`config.mk`:
```
export PLATFORM = sky130hd
export DESIGN_NAME = chronometer_lap_counter
export DESIGN_NICKNAME = d
export VERILOG_FILES = /design/src/rtl/chronometer_lap_counter_pkg.sv /design/src/rtl/bcd_digit_counter.sv /design/src/rtl/chronometer_lap_counter.sv
export SDC_FILE = /design/constraint.sdc
export NUM_CORES = 1
export LEC_CHECK = 0
export CORE_MARGIN = 1.5
export CORE_UTILIZATION = 54
export DETAILED_ROUTE_END_ITERATION = 8
export GPL_ROUTABILITY_DRIVEN = 0
export PLACE_DENSITY = 0.87
export SYNTH_ARGS = -nofsm -noshare
export SYNTH_HDL_FRONTEND = slang
export SYNTH_HIERARCHICAL = 1
export SYNTH_SLANG_ARGS = --single-unit
```
`constraint.sdc`:
```
create_clock -name clk_ms -period 8.8 [get_ports clk_ms]
set_input_delay 1.32 -clock clk_ms [delete_from_list [all_inputs] [get_ports clk_ms]]
set_output_delay 1.32 -clock clk_ms [all_outputs]
set_load 0.02 [all_outputs]
```
`src/rtl/chronometer_lap_counter_pkg.sv`:
```
// Shared definitions for the chronometer counting core: FSM encoding,
// digit moduli, display field layout and the BCD time payload.
package chronometer_lap_counter_pkg;

    localparam int unsigned DIGIT_W    = 4;
    localparam int unsigned NUM_DIGITS = 6;
    localparam int unsigned DIGITS_W   = DIGIT_W * NUM_DIGITS;
    localparam int unsigned STATE_W    = 2;

    typedef enum logic [STATE_W-1:0] {
        ST_IDLE    = 2'd0,
        ST_RUNNING = 2'd1,
        ST_PAUSED  = 2'd2
    } state_e;

    // Moduli for the fixed-range digits; minutes-tens is parameterised in the top.
    localparam int unsigned MOD_CEN_U = 10;
    localparam int unsigned MOD_CEN_T = 10;
    localparam int unsigned MOD_SEC_U = 10;
    localparam int unsigned MOD_SEC_T = 6;
    localparam int unsigned MOD_MIN_U = 10;

    localparam int unsigned OFS_CEN_U = 0;
    localparam int unsigned OFS_CEN_T = 4;
    localparam int unsigned OFS_SEC_U = 8;
    localparam int unsigned OFS_SEC_T = 12;
    localparam int unsigned OFS_MIN_U = 16;
    localparam int unsigned OFS_MIN_T = 20;

    typedef struct packed {
        logic [DIGIT_W-1:0] min_t;
        logic [DIGIT_W-1:0] min_u;
        logic [DIGIT_W-1:0] sec_t;
        logic [DIGIT_W-1:0] sec_u;
        logic [DIGIT_W-1:0] cen_t;
        logic [DIGIT_W-1:0] cen_u;
    } bcd_time_t;

endpackage

```
`src/rtl/bcd_digit_counter.sv`:
```
// One BCD digit of the chronometer carry chain; counts 0..MODULUS-1.
module bcd_digit_counter
    import chronometer_lap_counter_pkg::*;
#(
    parameter int unsigned MODULUS = 10
) (
    input  logic               clk_ms,
    input  logic               rst_n,
    input  logic               clear,
    input  logic               inc,
    output logic [DIGIT_W-1:0] q,
    output logic               carry
);

    localparam logic [DIGIT_W-1:0] LAST = DIGIT_W'(MODULUS - 1);

    logic [DIGIT_W-1:0] q_q;
    logic [DIGIT_W-1:0] q_d;

    // Rolling over on >= LAST keeps the digit inside its modulus even from a bad value.
    always_comb begin
        q_d = q_q;
        if (clear) begin
            q_d = '0;
        end else if (inc) begin
            q_d = (q_q >= LAST) ? '0 : q_q + DIGIT_W'(1);
        end
    end

    always_ff @(posedge clk_ms or negedge rst_n) begin
        if (!rst_n) begin
            q_q <= '0;
        end else begin
            q_q <= q_d;
        end
    end

    assign q     = q_q;
    assign carry = inc && (q_q == LAST);

endmodule

```
`src/rtl/chronometer_lap_counter.sv`:
```
// Start/stop chronometer core: command FSM, 100 Hz tick recovery,
// six-digit BCD count chain and lap freeze register.
module chronometer_lap_counter
    import chronometer_lap_counter_pkg::*;
#(
    parameter int unsigned MAX_MIN_TENS = 5
) (
    input  logic                clk_ms,
    input  logic                rst_n,
    input  logic                clk_sl,
    input  logic                start_stop,
    input  logic                reset_cmd,
    input  logic                lap,
    output logic [DIGITS_W-1:0] digits,
    output logic                running,
    output logic                lap_active,
    output logic                wrap
);

    state_e state_q;
    state_e state_d;

    logic sync1_q;
    logic sync2_q;
    logic sl_prev_q;
    logic tick_c;
    logic count_en_c;
    logic clear_c;

    bcd_time_t live_c;
    bcd_time_t lap_q;
    bcd_time_t lap_d;
    logic      lap_active_q;
    logic      lap_active_d;
    logic      running_q;
    logic      running_d;
    logic      wrap_q;
    logic      wrap_d;

    logic [DIGIT_W-1:0] q_cen_u;
    logic [DIGIT_W-1:0] q_cen_t;
    logic [DIGIT_W-1:0] q_sec_u;
    logic [DIGIT_W-1:0] q_sec_t;
    logic [DIGIT_W-1:0] q_min_u;
    logic [DIGIT_W-1:0] q_min_t;
    logic               carry_cen_u;
    logic               carry_cen_t;
    logic               carry_sec_u;
    logic               carry_sec_t;
    logic               carry_min_u;
    logic               carry_min_t;

    // Slow clock resynchronisation and rising-edge tick.
    always_ff @(posedge clk_ms or negedge rst_n) begin
        if (!rst_n) begin
            sync1_q   <= 1'b0;
            sync2_q   <= 1'b0;
            sl_prev_q <= 1'b0;
        end else begin
            sync1_q   <= clk_sl;
            sync2_q   <= sync1_q;
            sl_prev_q <= sync2_q;
        end
    end

    assign tick_c     = sync2_q && !sl_prev_q;
    assign count_en_c = tick_c && (state_q == ST_RUNNING);

    always_ff @(posedge clk_ms or negedge rst_n) begin
        if (!rst_n) begin
            state_q <= ST_IDLE;
        end else begin
            state_q <= state_d;
        end
    end

    // reset_cmd wins arbitration even when it is ignored in RUNNING.
    always_comb begin
        state_d = state_q;
        clear_c = 1'b0;
        if (reset_cmd) begin
            if (state_q != ST_RUNNING) begin
                state_d = ST_IDLE;
                clear_c = 1'b1;
            end
        end else if (start_stop) begin
            case (state_q)
                ST_IDLE:    state_d = ST_RUNNING;
                ST_RUNNING: state_d = ST_PAUSED;
                ST_PAUSED:  state_d = ST_RUNNING;
                default:    state_d = ST_IDLE;
            endcase
        end
    end

    // Lap snapshot takes the pre-increment live value.
    always_comb begin
        lap_active_d = lap_active_q;
        lap_d        = lap_q;
        if (clear_c) begin
            lap_active_d = 1'b0;
            lap_d        = '0;
        end else if (!reset_cmd && !start_stop && lap) begin
            if (lap_active_q) begin
                lap_active_d = 1'b0;
            end else if (state_q == ST_RUNNING) begin
                lap_active_d = 1'b1;
                lap_d        = live_c;
            end
        end
        running_d = (state_d == ST_RUNNING);
        wrap_d    = carry_min_t;
    end

    always_ff @(posedge clk_ms or negedge rst_n) begin
        if (!rst_n) begin
            lap_q        <= '0;
            lap_active_q <= 1'b0;
            running_q    <= 1'b0;
            wrap_q       <= 1'b0;
        end else begin
            lap_q        <= lap_d;
            lap_active_q <= lap_active_d;
            running_q    <= running_d;
            wrap_q       <= wrap_d;
        end
    end

    bcd_digit_counter #(.MODULUS(MOD_CEN_U)) u_cen_u (
        .clk_ms (clk_ms),
        .rst_n  (rst_n),
        .clear  (clear_c),
        .inc    (count_en_c),
        .q      (q_cen_u),
        .carry  (carry_cen_u)
    );

    bcd_digit_counter #(.MODULUS(MOD_CEN_T)) u_cen_t (
        .clk_ms (clk_ms),
        .rst_n  (rst_n),
        .clear  (clear_c),
        .inc    (carry_cen_u),
        .q      (q_cen_t),
        .carry  (carry_cen_t)
    );

    bcd_digit_counter #(.MODULUS(MOD_SEC_U)) u_sec_u (
        .clk_ms (clk_ms),
        .rst_n  (rst_n),
        .clear  (clear_c),
        .inc    (carry_cen_t),
        .q      (q_sec_u),
        .carry  (carry_sec_u)
    );

    bcd_digit_counter #(.MODULUS(MOD_SEC_T)) u_sec_t (
        .clk_ms (clk_ms),
        .rst_n  (rst_n),
        .clear  (clear_c),
        .inc    (carry_sec_u),
        .q      (q_sec_t),
        .carry  (carry_sec_t)
    );

    bcd_digit_counter #(.MODULUS(MOD_MIN_U)) u_min_u (
        .clk_ms (clk_ms),
        .rst_n  (rst_n),
        .clear  (clear_c),
        .inc    (carry_sec_t),
        .q      (q_min_u),
        .carry  (carry_min_u)
    );

    bcd_digit_counter #(.MODULUS(MAX_MIN_TENS + 1)) u_min_t (
        .clk_ms (clk_ms),
        .rst_n  (rst_n),
        .clear  (clear_c),
        .inc    (carry_min_u),
        .q      (q_min_t),
        .carry  (carry_min_t)
    );

    assign live_c = '{min_t: q_min_t, min_u: q_min_u, sec_t: q_sec_t,
                      sec_u: q_sec_u, cen_t: q_cen_t, cen_u: q_cen_u};

    assign digits     = lap_active_q ? lap_q : live_c;
    assign running    = running_q;
    assign lap_active = lap_active_q;
    assign wrap       = wrap_q;

endmodule

```
==> flow_summary_export.csv, run 1 <==
group,metric,value,unit
routing,drc_errors,0,
clocking,path_clk_slew,100,ps
yosys,postSynthCellCount,292,
yosys,syn_area,3436,um^2
clocking,cts_setup_buffers,0,
run_status,status,"finished clean",
floorplan,die-area,6850,um^2
final_layout,area_growth,11.40,%
routing,vias,2324,
yosys,yosys_warnings,6,
sta,fin_crit,4097,ps
final_layout,final_cell_mix,"dfrtp_1 (56), clkdlybuf4s50_1 (31), mux2_2 (29), a21boi_0 (24), inv_1 (20)",
worst_setup_path,crit_slowest_cell,"nor3b_1",
floorplan,io_pins,33,
yosys,synth_edf_count,0,
sta,setup_tns,0,ps
clocking,htree_num_levels,2,
sta,worst_hold_slack,363.3,ps
yosys,synth_cell_types,41,
sta,drv_slew,0,
final_layout,final_common_cell,"dfrtp_1",
worst_hold_path,holdPathStages,0,
yosys,syn_area_per_cell,11.77,um^2
clocking,ctsResizeCount,0,
worst_setup_path,critPathBufInv,2,
global_routing,antenna_found_initial,0,
routing,wl,6.601,mm
floorplan,design.core.area,6026,um^2
sta,hold_viol,0,
sta,fin_crit_sh,46.55,%
pwr,power_density,163.4,nW/um^2
worst_setup_path,r2r_cells,12,
global_routing,first_global_vias,2321,
worst_setup_path,r2r-end,"u_min_t/q[0]$_DFFE_PN0P_",
floorplan,rows,28,
routing,postRouteAntennaNets,0,
yosys,ys_ff_latch,56,
worst_setup_path,r2r_slack,4700,ps
worst_setup_path,path_class,"flop to flop",
place,port_buffers,32,
sta,rsz0062_at_grt,"false",
clocking,postCtsHoldBufs,0,
worst_setup_path,cp_data_required_time,9050,ps
worst_setup_path,crit_path_max_fanout,28,
pwr,ir_drop,0.0001589,V
worst_setup_path,r2r_start,"state_q[1]$_DFF_PN0_",
worst_setup_path,cpMostUsedCell,"and4b_2",
yosys,ys.flop_type,"dfrtp_1",
worst_setup_path,cp_top_family,"simple AND/OR/NAND/NOR gates",
worst_setup_path,slowest_delay,760,ps
routing,avgViaCountPerCell,5.898,
yosys,synthArstFlopShare,100.0,%
final_layout,antennaDiodeCount,0,
worst_hold_path,hold_class,"flop to flop",
place,dpl_cell_area,3736,um^2
global_routing,grt_max_degree,57,
pwr,leakage,1.793,nW
final_layout,postLayoutCellArea,3827,um^2
floorplan,die_y,82.77,um
final_layout,fin_nets,343,
yosys,ys_seq_area_share,40.79,%
clocking,cts_tree,"built",
worst_hold_path,min_from,"sync1_q$_DFF_PN0_",
clocking,clock_latency,310,ps
final_layout,drive_gt1_share,22.88,%
yosys,syn_nets,316,
sta,slew-limit-headroom,17.90,%
clocking,clk_path_buf_depth,2,
global_routing,grt_overflow,0,
clocking,clock-root-buffer,"clkbuf_8",
sta,fmax,244.1,MHz
worst_setup_path,crit_chain,"nand2b_1 -> buf_4 -> nor3b_1 -> and4b_2 -> and4b_2 -> and4b_2 -> and3b_1 -> and2_1 -> and4b_2 -> inv_1 -> a2111oi_4 -> mux2_1",
run,drv_cap,0,
sta,max_slew.worst_pin.slew,1231,ps
floorplan,start_util,57.02,%
final_layout,stdcell_count,394,
routing,drt-wirelength-per-cell,16.75,um
worst_setup_path,cp.arrival,4350,ps
clocking,cts_sinks,56,
sta,setup_viol,0,
global_routing,gr-usage-all-layers,21.05,%
routing,drt_iter0_markers,121,
floorplan,die_w,82.77,um
routing,dr.pass1.iters,4,
sta,clock_skew,9.486,ps
clocking,cts_buffers,5,
place,dp_hpwl,4.359,mm
worst_setup_path,critPathCaptureType,"flop",
global_routing,grt_pass1_wl,11.08,mm
place,dp_cells,387,
worst_setup_path,crit_path_start_kind,"flop",
worst_hold_path,holdPathEnd,"sync2_q$_DFF_PN0_",
## synth_stat cells, types with 4 or more instances
| library cell | n | area [um^2] |
|---|---|---|
| a21oi_1 | 10 | 50.05 |
| a21o_1 | 5 | 37.54 |
| nor2_1 | 8 | 30.03 |
| o21ai_0 | 5 | 25.02 |
| and4b_2 | 4 | 45.04 |
| a311oi_1 | 4 | 35.03 |
| or3b_1 | 4 | 35.03 |
| a21boi_0 | 24 | 180.2 |
| inv_1 | 20 | 75.07 |
| nand2b_1 | 6 | 37.54 |
| ha_1 | 18 | 225.2 |
| nor3_1 | 8 | 40.04 |
| nand2_1 | 10 | 37.54 |
| buf_6 | 6 | 67.56 |
| a41oi_1 | 4 | 35.03 |
| mux2_4 | 19 | 285.3 |
| clkbuf_1 | 5 | 18.77 |
| a31o_2 | 4 | 35.03 |
| dfrtp_1 | 56 | 1401 |
| a41o_1 | 4 | 40.04 |
| mux2_2 | 29 | 326.6 |
| and2_1 | 4 | 25.02 |
| nand3b_1 | 5 | 37.54 |
## worst max-delay path by stage
stage	start	to	slack, ps	depth (start not counted)
after floorplan	state_q[1]$_DFF_PN0_	u_min_t/q[0]$_DFFE_PN0P_	5440	17
after global placement	state_q[1]$_DFF_PN0_	u_min_t/q[0]$_DFFE_PN0P_	4930	12
after detailed placement	state_q[1]$_DFF_PN0_	u_min_t/q[0]$_DFFE_PN0P_	4760	12
after global routing	state_q[1]$_DFF_PN0_	u_min_t/q[0]$_DFFE_PN0P_	4440	12
after CTS	state_q[1]$_DFF_PN0_	u_min_t/q[0]$_DFFE_PN0P_	4720	12
final	state_q[1]$_DFF_PN0_	u_min_t/q[0]$_DFFE_PN0P_	4700	12
## state kept, by name, indices dropped and copies added, names as in the netlist
signal      cells
lap_active      1
lap_q          24
running         1
sl_prev_q       1
state_q         2
sync1_q         1
sync2_q         1
u_cen_t/q       4
u_cen_u/q       4
u_min_t/q       4
u_min_u/q       4
u_sec_t/q       4
u_sec_u/q       4
wrap            1
## power by group
part	internal [mW]	leakage [nW]	switching, mW
Sequential	0.275	0.764	0.0345
Combinational	0.0769	0.981	0.0947
Clock	0.0630	0.0473	0.0816
Total	0.415	1.79	0.211
## layout make-up
cell class | instances | area, um^2
well taps | 75 | 93.84
repair buffers | 36 | 345.3
fillers | 487 | 2198
flip-flops and latches | 56 | 1401
clock buffers | 6 | 82.58
clock inverters | 1 | 8.758
inverters | 20 | 75.07
multi-input cells | 200 | 1821
## kinds of logic after synthesis
group                      share of synthesized area (%)
buffers and inverters                              6.227
adders and majority gates                          6.555
xor gates and xnor gates                          0.2550
muxes                                              19.05
DFF                                                40.79
and+or+nand+nor                                    12.27
AOI/OAI and AO/OA                                  14.86
## routing by layer
layer / GRT usage, % / wire, um / vias to the layer above / part of all wire (%)
li1: - / - / 1108 / -
met1: 27.99 / 3152 / 1180 / 48
met2: 36.34 / 3243 / 30 / 49
met3: 3.407 / 155 / 6 / 2.3
met4: 4.167 / 50 / 0 / 0.76
met5: 0 / 0 / - / 0
## stage by stage
step / utilization, % / setup slack, ps / power, mW
6_report: 63.52 / 4703 / 0.6254
5_1_grt: 63.52 / 4441 / 0.6608
4_1_cts: 63.52 / 4719 / 0.6298
3_5_place_dp: 62.00 / 4756 / 0.4856
3_3_place_gp: 62.00 / 4927 / 0.4780
2_1_floorplan: - / 5444 / 0.4296
No activity file was read; power rests on OpenSTA's default activity.
==> run 2, diff against run 1 <==
Settings changed: CORE_UTILIZATION 54 to 52.
Clock period 8.8 ns to 3.6 ns, I/O delays scaled along.
==> run 2 against run 1 <==
  * Global-route usage down 0.64 points
  * Clock power grew 130%
  * Die area increased by 3.7%
  * Final cell count up 1.0%
  * Count of clock-buffer cells in the layout did not move
  * Critical path depth fell by 1
  * Combinational power rose to 2.5 times the previous value
  * Sequential cell count is the same
  * Sequential share of layout area barely moved
  * Setup slack got worse by 4400 ps
  * Fmax rose by 24%
  * Hold slack lost 16 ps
  * Largest cell class unchanged
  * Highest routed layer unchanged
==> flow_summary_export.csv, run 2 (synthesis results as in run 1) <==
group,metric,value,unit
run_status,status,"finished clean",
run,drv_cap,0,
sta,rsz0062_at_grt,"false",
routing,drt-wirelength-per-cell,17.09,um
clocking,cts_buffers,5,
worst_setup_path,cpMostUsedCell,"and4b_2",
routing,vias,2337,
sta,fin_crit,3304,ps
worst_setup_path,path_class,"flop to flop",
pwr,power_density,399.2,nW/um^2
global_routing,gr-usage-all-layers,20.41,%
worst_setup_path,crit_path_start_kind,"flop",
sta,fmax,302.7,MHz
routing,avgViaCountPerCell,5.872,
place,dpl_cell_area,3754,um^2
global_routing,grt_max_degree,42,
clocking,cts_tree,"built",
sta,worst_hold_slack,347.5,ps
worst_setup_path,cp_data_required_time,3860,ps
global_routing,grt_overflow,0,
clocking,clock-root-buffer,"clkbuf_8",
final_layout,antennaDiodeCount,0,
floorplan,io_pins,33,
floorplan,die_y,84.29,um
final_layout,fin_nets,345,
clocking,clk_path_buf_depth,2,
worst_hold_path,hold_class,"input pin to async pin",
clocking,path_clk_slew,100,ps
floorplan,start_util,54.11,%
worst_setup_path,slowest_delay,420,ps
global_routing,met1_usage,27.64,%
pwr,power_frac_clock,22.0,%
pwr,leakage,1.797,nW
global_routing,antenna_found_initial,0,
sta,drv_slew,0,
clocking,cts_sinks,56,
global_routing,use_met2,33.75,%
place,pre_cts_slack,338.6,ps
global_routing,first_global_vias,2378,
floorplan,die-area,7104,um^2
sta,slew-limit-headroom,19.18,%
place,dp_hpwl,4.389,mm
pwr,p_int,999.8,uW
clocking,ctsResizeCount,0,
sta,clock_skew,11.61,ps
worst_setup_path,crit_path_max_fanout,9,
final_layout,postLayoutCellArea,3831,um^2
global_routing,grt_pass1_wl,11.68,mm
final_layout,largest_register,"lap_q",
sta,setup_slack,296.2,ps
worst_setup_path,critPathCaptureType,"flop",
pwr,power_frac_comb,28.6,%
sta,fin_crit_sh,91.77,%
clocking,clock_latency,320,ps
pwr,swShare,34.63,%
routing,drc_errors,0,
pwr,power_frac_seq,49.4,%
global_routing,busiest_layer,"met2",
routing,drt_iter0_markers,119,
global_routing,met3_usage,4.031,%
worst_setup_path,cp.arrival,3570,ps
clocking,postCtsHoldBufs,0,
sta,max_slew.worst_pin.slew,1212,ps
routing,postRouteAntennaNets,0,
worst_setup_path,critPathBufInv,1,
pwr,power_switching,529.6,uW
final_layout,final_common_cell,"dfrtp_1",
final_layout,drive_gt1_share,23.05,%
floorplan,die_w,84.29,um
floorplan,design.core.area,6350,um^2
clocking,cts_setup_buffers,0,
floorplan,rows,29,
sta,setup_viol,0,
final_layout,area_growth,11.51,%
worst_setup_path,cp_top_family,"simple AND/OR/NAND/NOR gates",
routing,wl,6.801,mm
worst_setup_path,crit_chain,"nand2b_1 -> nor3b_1 -> and4b_2 -> and4b_2 -> and4b_2 -> and3b_1 -> and2_1 -> and4b_2 -> inv_1 -> a2111oi_4 -> mux2_1",
routing,dr.pass1.iters,4,
place,port_buffers,32,
final_layout,largest_reg_flops,24,
pwr,ir_drop,0.0004109,V
worst_setup_path,crit_slowest_cell,"dfrtp_1",
sta,setup_tns,0,ps
final_layout,final_cell_mix,"dfrtp_1 (56), clkdlybuf4s50_1 (31), mux2_2 (29), a21boi_0 (24), inv_1 (20)",
clocking,htree_num_levels,2,
sta,hold_viol,0,
[run 2: cell types whose count changed in the layout (fill, tap and decap cells not counted)]
cell | previous run | this run
buf_4 | 4 | 6
clkinv_4 | 1 | 0
clkbuf_8 | 6 | 5
clkinv_2 | 0 | 1
clkbuf_1 | 0 | 1
[run 2: worst paths after layout]
| check | from | end | slack (ps) | depth (start not counted) |
|---|---|---|---|---|
| setup / recovery | state_q[1]$_DFF_PN0_ | u_min_t/q[0]$_DFFE_PN0P_ | 300 | 11 |
| hold / removal | rst_n | lap_q[22]$_DFFE_PN0P_ | 350 | 1 |
| setup reg to reg | state_q[1]$_DFF_PN0_ | u_min_t/q[0]$_DFFE_PN0P_ | 300 | 11 |
| hold reg to reg | sync1_q$_DFF_PN0_ | sync2_q$_DFF_PN0_ | 370 | 0 |
| max in group asynchronous | rst_n | lap_q[8]$_DFFE_PN0P_ | 2480 | 2 |
| min in group clk_ms | sync1_q$_DFF_PN0_ | sync2_q$_DFF_PN0_ | 370 | 0 |
[run 2: per-layer routing]
layer,vias up,share of wire [%],routed length [um]
met5,-,0,0
met4,0,1.1,73
li1,1104,-,-
met2,40,49,3311
met1,1185,47,3200
met3,8,3.2,215
[run 2: power by group through the flow]
stage	Clock, mW	Sequential, mW	Combinational, mW
global placement	0	0.759	0.425
detailed placement	0	0.766	0.436
global route	0.365	0.765	0.482
floorplan	0	0.736	0.315
finish	0.336	0.756	0.437
CTS	0.346	0.755	0.437
[run 2: cell type report]
cell class	count	area, um^2
Clock buffer	6	72.57
Fill cell	509	2519
Sequential cell	56	1401
Multi-Input combinational cell	200	1821
Clock inverter	1	5.005
Inverter	20	75.07
Timing Repair Buffer	38	360.3
Tap cell	77	96.34
[run 2: metrics by stage]
stage	cells	total power [mW]	util, %
after global routing	398	1.612	60.34
after detailed placement	391	1.202	59.11
after global placement	391	1.184	59.11
final	398	1.529	60.34
after floorplan	292	1.050	-
after CTS	398	1.538	60.34
==> run 3, diff against run 2 <==
Settings changed: CORE_UTILIZATION 52 to 54, CTS_BUF_LIST set to sky130_fd_sc_hd__clkbuf_4 sky130_fd_sc_hd__clkbuf_8, PLACE_DENSITY 0.87 to 0.9.
==> run 3 against run 2 <==
  * Die area fell by 3.6%
  * Setup slack improved by 29 ps
  * Design area rose by 0.49%
  * Core utilization rose by 3.6 points
  * Clock power rose by 18%
  * Total power rose by 3.0%
  * Sequential share of layout area fell by 0.18 points
  * Sequential cell count did not move
  * Global-route usage rose by 1.5 points
  * Count of clock-buffer cells in the layout fell by 1
  * Combinational power fell by 2%
  * Sequential power barely moved
==> flow_summary_export.csv, run 3 (synthesis results as in run 1) <==
group,metric,value,unit
run_status,status,"finished clean",
clocking,path_clk_slew,100,ps
pwr,ir_drop,0.0002547,V
floorplan,die_w,82.77,um
routing,postRouteAntennaNets,0,
final_layout,final_common_cell,"dfrtp_1",
clocking,cts_sinks,56,
floorplan,design.core.area,6026,um^2
sta,drv_slew,0,
worst_setup_path,crit_path_start,"state_q[1]$_DFF_PN0_",
final_layout,largest_register,"lap_q",
clocking,ctsResizeCount,0,
routing,vias,2335,
clocking,cts_buffers,5,
floorplan,die-area,6850,um^2
final_layout,area_growth,12.05,%
clocking,clock_latency,310,ps
floorplan,rows,28,
pwr,leakage,1.806,nW
clocking,clock-root-buffer,"clkbuf_8",
place,port_buffers,32,
worst_setup_path,crit_slowest_cell,"dfrtp_1",
worst_setup_path,cp_top_family,"simple AND/OR/NAND/NOR gates",
worst_setup_path,cp_data_required_time,3850,ps
final_layout,antennaDiodeCount,0,
final_layout,final_util,63.89,%
sta,rsz0062_at_grt,"false",
worst_setup_path,cpMostUsedCell,"and4b_2",
routing,drt-wirelength-per-cell,17.28,um
routing,wl,6.824,mm
worst_setup_path,path_class,"flop to flop",
sta,slew-limit-headroom,21.08,%
floorplan,start_util,57.02,%
global_routing,gr-usage-all-layers,21.87,%
worst_setup_path,slowest_delay,410,ps
final_layout,largest_reg_flops,24,
final_layout,fin_nets,345,
worst_setup_path,cp.arrival,3530,ps
run,drv_cap,0,
sta,fin_crit,3274,ps
sta,fin_crit_sh,90.95,%
worst_setup_path,crit_path_max_fanout,9,
sta,setup_tns,0,ps
final_layout,final_cell_mix,"dfrtp_1 (56), clkdlybuf4s50_1 (31), mux2_2 (29), a21boi_0 (24), inv_1 (20)",
sta,hold_viol,0,
floorplan,io_pins,33,
global_routing,grt_pass1_wl,11.23,mm
final_layout,drive_gt1_share,23.13,%
sta,worst_hold_slack,295.8,ps
sta,setup_viol,0,
global_routing,grt_max_degree,35,
worst_hold_path,hold_class,"input pin to async pin",
global_routing,grt_overflow,0,
clocking,postCtsHoldBufs,0,
worst_setup_path,crit_path_start_kind,"flop",
clocking,clk_path_buf_depth,2,
sta,fmax,305.4,MHz
worst_setup_path,critPathCaptureType,"flop",
place,dp_hpwl,4.480,mm
clocking,htree_num_levels,2,
worst_setup_path,crit_chain,"nand2b_1 -> nor3b_1 -> and4b_2 -> and4b_2 -> and4b_2 -> and3b_1 -> and2_1 -> and4b_2 -> inv_1 -> a2111oi_4 -> mux2_1",
sta,max_slew.worst_pin.slew,1184,ps
routing,avgViaCountPerCell,5.911,
routing,dr.pass1.iters,4,
global_routing,first_global_vias,2288,
routing,drc_errors,0,
clocking,cts_tree,"built",
sta,clock_skew,9.440,ps
floorplan,die_y,82.77,um
pwr,power_density,409.2,nW/um^2
worst_setup_path,r2r_start,"state_q[1]$_DFF_PN0_",
routing,drt_iter0_markers,104,
clocking,cts_setup_buffers,0,
global_routing,antenna_found_initial,0,
worst_setup_path,critPathBufInv,1,
[run 3: cell types whose count changed in the layout (fill, tap and decap cells not counted), sizes merged]
cell    previous run  this run
clkbuf             6         5
bufinv             0         1
clkinv             1         0
[run 3: layout make-up]
type	count	area, um^2
fill	479	2176
multi-input combinational	200	1821
sequential	56	1401
timing repair buffer	38	360.3
tap	75	93.84
inverter	20	75.07
clock buffer	5	68.82
clock inverter	1	30.03
[run 3: worst paths after layout]
path / endpoint / slack, ps / cells after the start
worst max register to register: u_min_t/q[0]$_DFFE_PN0P_ / 330 / 11
worst max-delay path: u_min_t/q[0]$_DFFE_PN0P_ / 330 / 11
worst min register to register: sl_prev_q$_DFF_PN0_ / 370 / 0
max in group asynchronous: lap_q[6]$_DFFE_PN0P_ / 2480 / 2
min in group clk_ms: sl_prev_q$_DFF_PN0_ / 370 / 0
worst min-delay path: lap_q[21]$_DFFE_PN0P_ / 300 / 1
[run 3: where the power goes]
part / switching, mW / internal, mW
registers: 0.0815 / 0.671
clock network: 0.195 / 0.200
logic: 0.236 / 0.192
total: 0.512 / 1.06
[run 3: metal layers]
layer | global-route usage, % | up-vias | wire, um
li1 | - | 1107 | -
met1 | 27.27 | 1167 | 3010
met2 | 39.02 | 52 | 3529
met3 | 4.835 | 9 | 222
met4 | 4.000 | 0 | 61
met5 | 0 | - | 0
[run 3: metrics by stage]
| stage | power, mW | instance area, um^2 | instances | setup slack [ps] |
|---|---|---|---|---|
| 2_1_floorplan | 1.050 | 3436 | 292 | 244.0 |
| 3_3_place_gp | 1.175 | 3751 | 389 | 489.6 |
| 3_5_place_dp | 1.195 | 3751 | 389 | 346.1 |
| 4_1_cts | 1.591 | 3850 | 395 | 331.9 |
| 5_1_grt | 1.655 | 3850 | 395 | 100.2 |
| 6_report | 1.575 | 3850 | 395 | 325.6 |
